### src/rtl/tmds_channel_decoder.sv
// tmds_channel_decoder: receive side of one DVI TMDS lane.
// Deserialises the bit stream, finds the 10-bit word alignment from repeated
// control tokens, and decodes every aligned word into DE/C0/C1/8-bit data.
// Optional feature macro: TMDS_DEC_STATS_EN adds a saturating lock-loss counter.
//
// state  | meaning
// HUNT   | no alignment; every window is compared against the token table
// VERIFY | candidate phase found; counting consecutive tokens on that phase
// LOCKED | aligned; every word boundary produces a decoded output word
module tmds_channel_decoder #(
  parameter int LOCK_TOKENS = 8,
  parameter int MAX_GAP     = 1023
) (
  input  logic       tmds_clk,
  input  logic       rst_n,
  input  logic       serial_in,
  output logic       locked,
  output logic       pix_valid,
  output logic       de,
  output logic       c0,
  output logic       c1,
  output logic [7:0] d
`ifdef TMDS_DEC_STATS_EN
  ,
  output logic [7:0] lock_loss_cnt
`endif
);

  typedef enum logic [1:0] {HUNT, VERIFY, LOCKED} state_t;

  localparam logic [7:0]  LOCK_TOK_N = 8'(LOCK_TOKENS);
  localparam logic [15:0] GAP_MAX_N  = 16'(MAX_GAP);

  // Only the last nine bits are stored; the incoming bit completes the window.
  logic [8:0]  sr_q;
  logic [9:0]  w;
  logic [3:0]  phase_q, phase_nx;
  logic [7:0]  tok_cnt_q, tok_cnt_nx;
  logic [15:0] gap_q, gap_nx;
  state_t      state_q, state_nx;
  logic        is_tok;
  logic [1:0]  tok_c;
  logic [7:0]  x;
  logic [7:0]  data_dec;
  logic        boundary;
  logic        emit;

  assign w        = {sr_q, serial_in};
  assign boundary = (phase_q == 4'd9);

  // Control token lookup; tok_c is {c1, c0}.
  always_comb begin
    is_tok = 1'b1;
    tok_c  = 2'b00;
    case (w)
      10'b0010101011: tok_c = 2'b00;
      10'b1101010100: tok_c = 2'b01;
      10'b0010101010: tok_c = 2'b10;
      10'b1101010101: tok_c = 2'b11;
      default:        is_tok = 1'b0;
    endcase
  end

  // Data decode; with w[8]=0 our encoder inverts the whole XOR chain, so only bit 0 differs.
  always_comb begin
    x        = w[9] ? ~w[7:0] : w[7:0];
    data_dec = x ^ {x[6:0], 1'b0};
    if (!w[8]) data_dec[0] = ~x[0];
  end

  // Alignment FSM: next state, counters and the word-emit strobe.
  always_comb begin
    state_nx   = state_q;
    phase_nx   = boundary ? 4'd0 : phase_q + 4'd1;
    tok_cnt_nx = tok_cnt_q;
    gap_nx     = gap_q;
    emit       = 1'b0;
    case (state_q)
      HUNT: begin
        gap_nx = '0;
        if (is_tok) begin
          phase_nx   = 4'd0;
          tok_cnt_nx = 8'd1;
          state_nx   = VERIFY;
        end
      end
      VERIFY: begin
        gap_nx = '0;
        if (boundary) begin
          if (is_tok) begin
            tok_cnt_nx = tok_cnt_q + 8'd1;
            if (tok_cnt_q + 8'd1 == LOCK_TOK_N) state_nx = LOCKED;
          end else begin
            tok_cnt_nx = '0;
            state_nx   = HUNT;
          end
        end
      end
      LOCKED: begin
        if (boundary) begin
          emit = 1'b1;
          if (is_tok) begin
            gap_nx = '0;
          end else if (gap_q + 16'd1 == GAP_MAX_N) begin
            gap_nx   = '0;
            state_nx = HUNT;
          end else begin
            gap_nx = gap_q + 16'd1;
          end
        end
      end
      default: state_nx = HUNT;
    endcase
  end

  // State, shift register and counters.
  always_ff @(posedge tmds_clk or negedge rst_n) begin
    if (!rst_n) begin
      state_q   <= HUNT;
      sr_q      <= '0;
      phase_q   <= '0;
      tok_cnt_q <= '0;
      gap_q     <= '0;
    end else begin
      state_q   <= state_nx;
      sr_q      <= w[8:0];
      phase_q   <= phase_nx;
      tok_cnt_q <= tok_cnt_nx;
      gap_q     <= gap_nx;
    end
  end

  // Registered outputs; decoded fields hold between strobes.
  always_ff @(posedge tmds_clk or negedge rst_n) begin
    if (!rst_n) begin
      locked    <= 1'b0;
      pix_valid <= 1'b0;
      de        <= 1'b0;
      c0        <= 1'b0;
      c1        <= 1'b0;
      d         <= '0;
    end else begin
      locked    <= (state_nx == LOCKED);
      pix_valid <= emit;
      if (emit) begin
        if (is_tok) begin
          de       <= 1'b0;
          {c1, c0} <= tok_c;
        end else begin
          de <= 1'b1;
          d  <= data_dec;
        end
      end
    end
  end

`ifdef TMDS_DEC_STATS_EN
  // Count lock losses, saturating at 255.
  always_ff @(posedge tmds_clk or negedge rst_n) begin
    if (!rst_n) begin
      lock_loss_cnt <= '0;
    end else if (state_q == LOCKED && state_nx == HUNT && lock_loss_cnt != 8'hFF) begin
      lock_loss_cnt <= lock_loss_cnt + 8'd1;
    end
  end
`endif

endmodule

### config.mk
export PLATFORM = sky130hd
export DESIGN_NAME = tmds_channel_decoder
export DESIGN_NICKNAME = d
export VERILOG_FILES = /design/src/rtl/tmds_channel_decoder.sv
export SDC_FILE = /design/constraint.sdc
export NUM_CORES = 1
export LEC_CHECK = 0
export CELL_PAD_IN_SITES_DETAIL_PLACEMENT = 2
export CELL_PAD_IN_SITES_GLOBAL_PLACEMENT = 2
export CORE_MARGIN = 2
export CORE_UTILIZATION = 35
export CTS_BUF_LIST = sky130_fd_sc_hd__clkbuf_4 sky130_fd_sc_hd__clkbuf_8
export CTS_CLUSTER_DIAMETER = 40
export CTS_CLUSTER_SIZE = 24
export DETAILED_ROUTE_END_ITERATION = 7
export GPL_TIMING_DRIVEN = 0
export PLACE_DENSITY = 0.88
export RECOVER_POWER = 25
export REMOVE_ABC_BUFFERS = 1
export SLEW_MARGIN = 15
export SYNTH_ARGS = -nofsm -noshare
export SYNTH_HDL_FRONTEND = slang
export SYNTH_SLANG_ARGS = --single-unit
### constraint.sdc
create_clock -name tmds_clk -period 2.2 [get_ports tmds_clk]
set_input_delay 0.33 -clock tmds_clk [delete_from_list [all_inputs] [get_ports tmds_clk]]
set_output_delay 0.33 -clock tmds_clk [all_outputs]
set_load 0.005 [all_outputs]
==> run summary <==
The final-stage net count is 376. The final reports fail on setup timing. The floorplan die area came out at 0.00885 mm2. Setup repair after global routing could not meet its margin everywhere. The count of input and output buffers is 15. The period utilization came out at 121%. The peak fanout along the critical path is 4. The final-report max-slew violation count is 0. The share of final-layout standard cells stronger than drive strength 1 is around 27%. The wire length of the first global-routing pass came out at between 15000 and 20000 um. The final number of setup-violating endpoints came out at 13. By instance count, the leading cell after synthesis is sky130_fd_sc_hd__dfrtp_1. The multi-input combinational cell area came out at 0.00170 mm2. The CTS H-tree depth is 2. The final antenna diode count came out at 0. The placeable core area is 0.00781 mm2. Yosys attributes the largest share of cell area to sky130_fd_sc_hd__dfrtp_1 (46%), sky130_fd_sc_hd__nand2_1 (5.9%), sky130_fd_sc_hd__o21ai_0 (5.8%), sky130_fd_sc_hd__ha_1 (5.7%), sky130_fd_sc_hd__xnor2_1 (3.4%). The combined global-route utilization of all metal layers is 25.6%. STA classifies the critical path endpoint as a flop. The worst setup path is launched from a flop.

The largest area contributor in the synthesized netlist is sky130_fd_sc_hd__dfrtp_1. The cell area after synthesis is 0.00284 mm2. The number of max-capacitance violations reported came out at 0. The post-synthesis sequential element count came out at 52. The required time at the endpoint of the critical path is approximately 2.4 ns. From synthesis to final layout, the design area changed by 32.1%.

In this run the clock root is driven by a sky130_fd_sc_hd__clkbuf_8. The via count of the first global-routing pass is 3072. The final setup skew is 0.0119 ns. The worst path in the final design needs a cycle of 2.67 ns, including I/O delays and setup. The top cell type's share of synthesized area came out at 45.8%. The number of fillers in the final layout came out at 813. The sequential cell area is 0.00131 mm2. The commonest cells after synthesis are sky130_fd_sc_hd__dfrtp_1 (52), sky130_fd_sc_hd__nand2_1 (45), sky130_fd_sc_hd__o21ai_0 (33). The number of instances in the synthesized netlist is 308. The maximum VDD drop came out at 0.312 mV. The static leakage power is 1.62 nW. The ratio of total power to cell area is 493 mW/mm2. The pre-CTS setup slack is -1.25 ns. The min-delay analysis places its worst path in the category in -> reg. At the end of routability-driven placement, the weighted congestion stood at 0.754. Global routing finished with a remaining overflow of 0. The initial DRC count is between 100 and 150. The relative slew slack is 10.7%. The run finished, with violations left. The number of buffers inserted during clock tree synthesis is 5. For this design, the slowest cell found on the critical path is sky130_fd_sc_hd__or4_4.

The number of cells in the finished layout apart from fillers is 463. The signal arrival time at the worst endpoint came out at 2.88 ns. The per-instance average area after synthesis is 9.22 um2. The warning count from the yosys run came out at 0.

The post-detailed-route DRC marker count is 0. Once placement completed, the tool counted placed cells totaling 414. The count of hold buffers inserted by post-cts repair came out at 0. After synthesis, the share of flip-flops with an asynchronous set or reset is 100%.

In this run the remaining antenna-violating nets after routing total 0. The first-pass detailed-route iteration total came out at 4. The cell that appears most often on the critical path is sky130_fd_sc_hd__or4_4. The number of cell rows is 32. The synthesized netlist contains 54 unique library cells. The count of boundary I/O pins is 16. TritonCTS built the clock tree. The stage delay of the slowest cell on the critical path came out at 0.47 ns.

The largest net degree at the start of global routing is between 50 and 60. The sum of net half-perimeters after detailed placement came out at ~5700 um. The critical path is of the reg -> reg type. Wires add up to 11700 um. After detailed routing, the average wire length per cell comes to 25.3 um. The number of synthesized flops with an enable pin is 0. The initial standard-cell utilization of the core came out at 36.4%. The slew of the pin with the lowest slew margin is 1.34 ns. Derived from the worst setup path, the maximum achievable clock frequency is 374 MHz. Among all flip-flop cells after synthesis, the most frequent one is sky130_fd_sc_hd__dfrtp_1. The detailed router placed ~2700 vias in this run. The TritonCTS sink count is 52.

The worst-case setup margin in the final layout is -0.472 ns. The signal on the critical path passes through ha_4, nand3b_1, or4_4, a311oi_4, buf_4, nand3_4, or4_4, o31ai_4, nand2_1. The vertical die dimension is about 94 um. The number of antenna violations at the first check in global routing came to 0. The floorplan step set the die width to approximately 94 um. The later-pin clock latency in the skew report came out at 0.33 ns. After detailed routing, the number of vias per cell comes to between 5 and 6. The part of the Yosys area used for sequential elements is 45.8%.

Clock-pin slew was measured on the worst setup and hold paths at approximately 0.11 ns. No sink is reached through more buffers than the 2 on the longest clock path. The final count of hold timing violations is 0.
## logic make-up after synthesis
kind of cell / after synthesis / share of synthesized area, %
simple gates: 124 / 22.7
fa+ha+maj: 13 / 5.73
xor+xnor: 12 / 3.70
flops: 52 / 45.8
mux: 1 / 0.353
buf+inv: 27 / 4.27
compound gates: 79 / 17.5
## where the power goes
group | switching [mW] | internal (mW) | leakage (nW)
clock | 0.362 | 0.240 | 0.0448
combinational | 0.105 | 0.0696 | 0.901
sequential | 0.0761 | 0.998 | 0.677
## layout make-up
| type | count | share of cell area (%) |
|---|---|---|
| multi-input cells | 230 | 45.4 |
| flip-flops and latches | 52 | 35.0 |
| repair buffers | 55 | 12.1 |
| well taps | 102 | 3.40 |
| clock buffers | 6 | 2.03 |
| inverters | 16 | 1.67 |
| clock inverters | 2 | 0.434 |
## path summary, 6_finish.rpt
path	from	endpoint	slack, ns	cells after the start
max	gap_q[1]	state_q[1]	-0.47	9
min	serial_in	sr_q[0]	0.25	1
max reg2reg	gap_q[1]	state_q[1]	-0.47	9
min reg2reg	sr_q[4]	sr_q[5]	0.47	0
max in group asynchronous	rst_n	gap_q[1]	1.00	1
min in group asynchronous	rst_n	phase_q[2]	0.28	1
## cell usage in the layout (no fill, tap or decap), types with 5 or more instances in the layout
| cell type | instances |
|---|---|
| sky130_fd_sc_hd__buf_4 | 36 |
| sky130_fd_sc_hd__nand3_1 | 9 |
| sky130_fd_sc_hd__nand4_1 | 9 |
| sky130_fd_sc_hd__a31oi_1 | 6 |
| sky130_fd_sc_hd__clkbuf_8 | 5 |
| sky130_fd_sc_hd__nand2_1 | 39 |
| sky130_fd_sc_hd__inv_1 | 15 |
| sky130_fd_sc_hd__dfrtp_1 | 43 |
| sky130_fd_sc_hd__a21oi_1 | 10 |
| sky130_fd_sc_hd__xnor2_1 | 11 |
| sky130_fd_sc_hd__o21ai_0 | 31 |
| sky130_fd_sc_hd__dfrtp_2 | 9 |
| sky130_fd_sc_hd__ha_1 | 12 |
| sky130_fd_sc_hd__nor2_1 | 18 |
| sky130_fd_sc_hd__nand2b_1 | 5 |
| sky130_fd_sc_hd__and3_1 | 7 |
| sky130_fd_sc_hd__clkdlybuf4s50_1 | 13 |
## repair_timing
| item | CTS | global route |
|---|---|---|
| cloned | 0 | 1 |
| pin swaps | 15 | 8 |
| setup buffers | 26 | 14 |
| hold endpoints to repair | 0 | 0 |
| gates resized for setup | 48 | 26 |
| endpoints found under the setup margin | 34 | 28 |
## routing by layer
| metal | global-route usage [%] | share of wire [%] | up-vias |
|---|---|---|---|
| met5 | 0 | 0 | - |
| met4 | 11.7 | 5.0 | 0 |
| met3 | 3.61 | 2.9 | 46 |
| met2 | 45.8 | 51 | 80 |
| met1 | 30.1 | 41 | 1372 |
| li1 | - | - | 1208 |
## metrics by stage
step | total power [mW] | utilization [%] | TNS, ns | area [um2] | hold slack, ns
4_1_cts | 1.83 | 45.4 | -2.19 | 3540 | 0.0756
2_1_floorplan | 1.15 | - | -1.36 | 2780 | 0.0344
3_3_place_gp | 1.21 | 39.1 | -68.09 | 3060 | 0.383
3_5_place_dp | 1.23 | 39.1 | -27.71 | 3050 | 0.412
5_1_grt | 1.92 | 48.0 | -5.81 | 3750 | 0.240
6_report | 1.85 | 48.0 | -4.93 | 3750 | 0.251
## worst max-delay path: cells and delay by family, from the launching register on
family | cells | cell delay [ns]
compound gates | 2 | 0.48
fa+ha+maj | 1 | 0.19
buf+inv | 1 | 0.18
flops | 1 | 0.45
simple gates | 5 | 1.25
## registers in the layout, indices dropped and copies added (netlist names)
register,flops
locked,1
pix_valid,1
state_q,2
tok_cnt_q,8
c1,1
phase_q,4
d,8
c0,1
de,1
gap_q,16
sr_q,9
No activity file was read; power rests on OpenSTA's default activity.
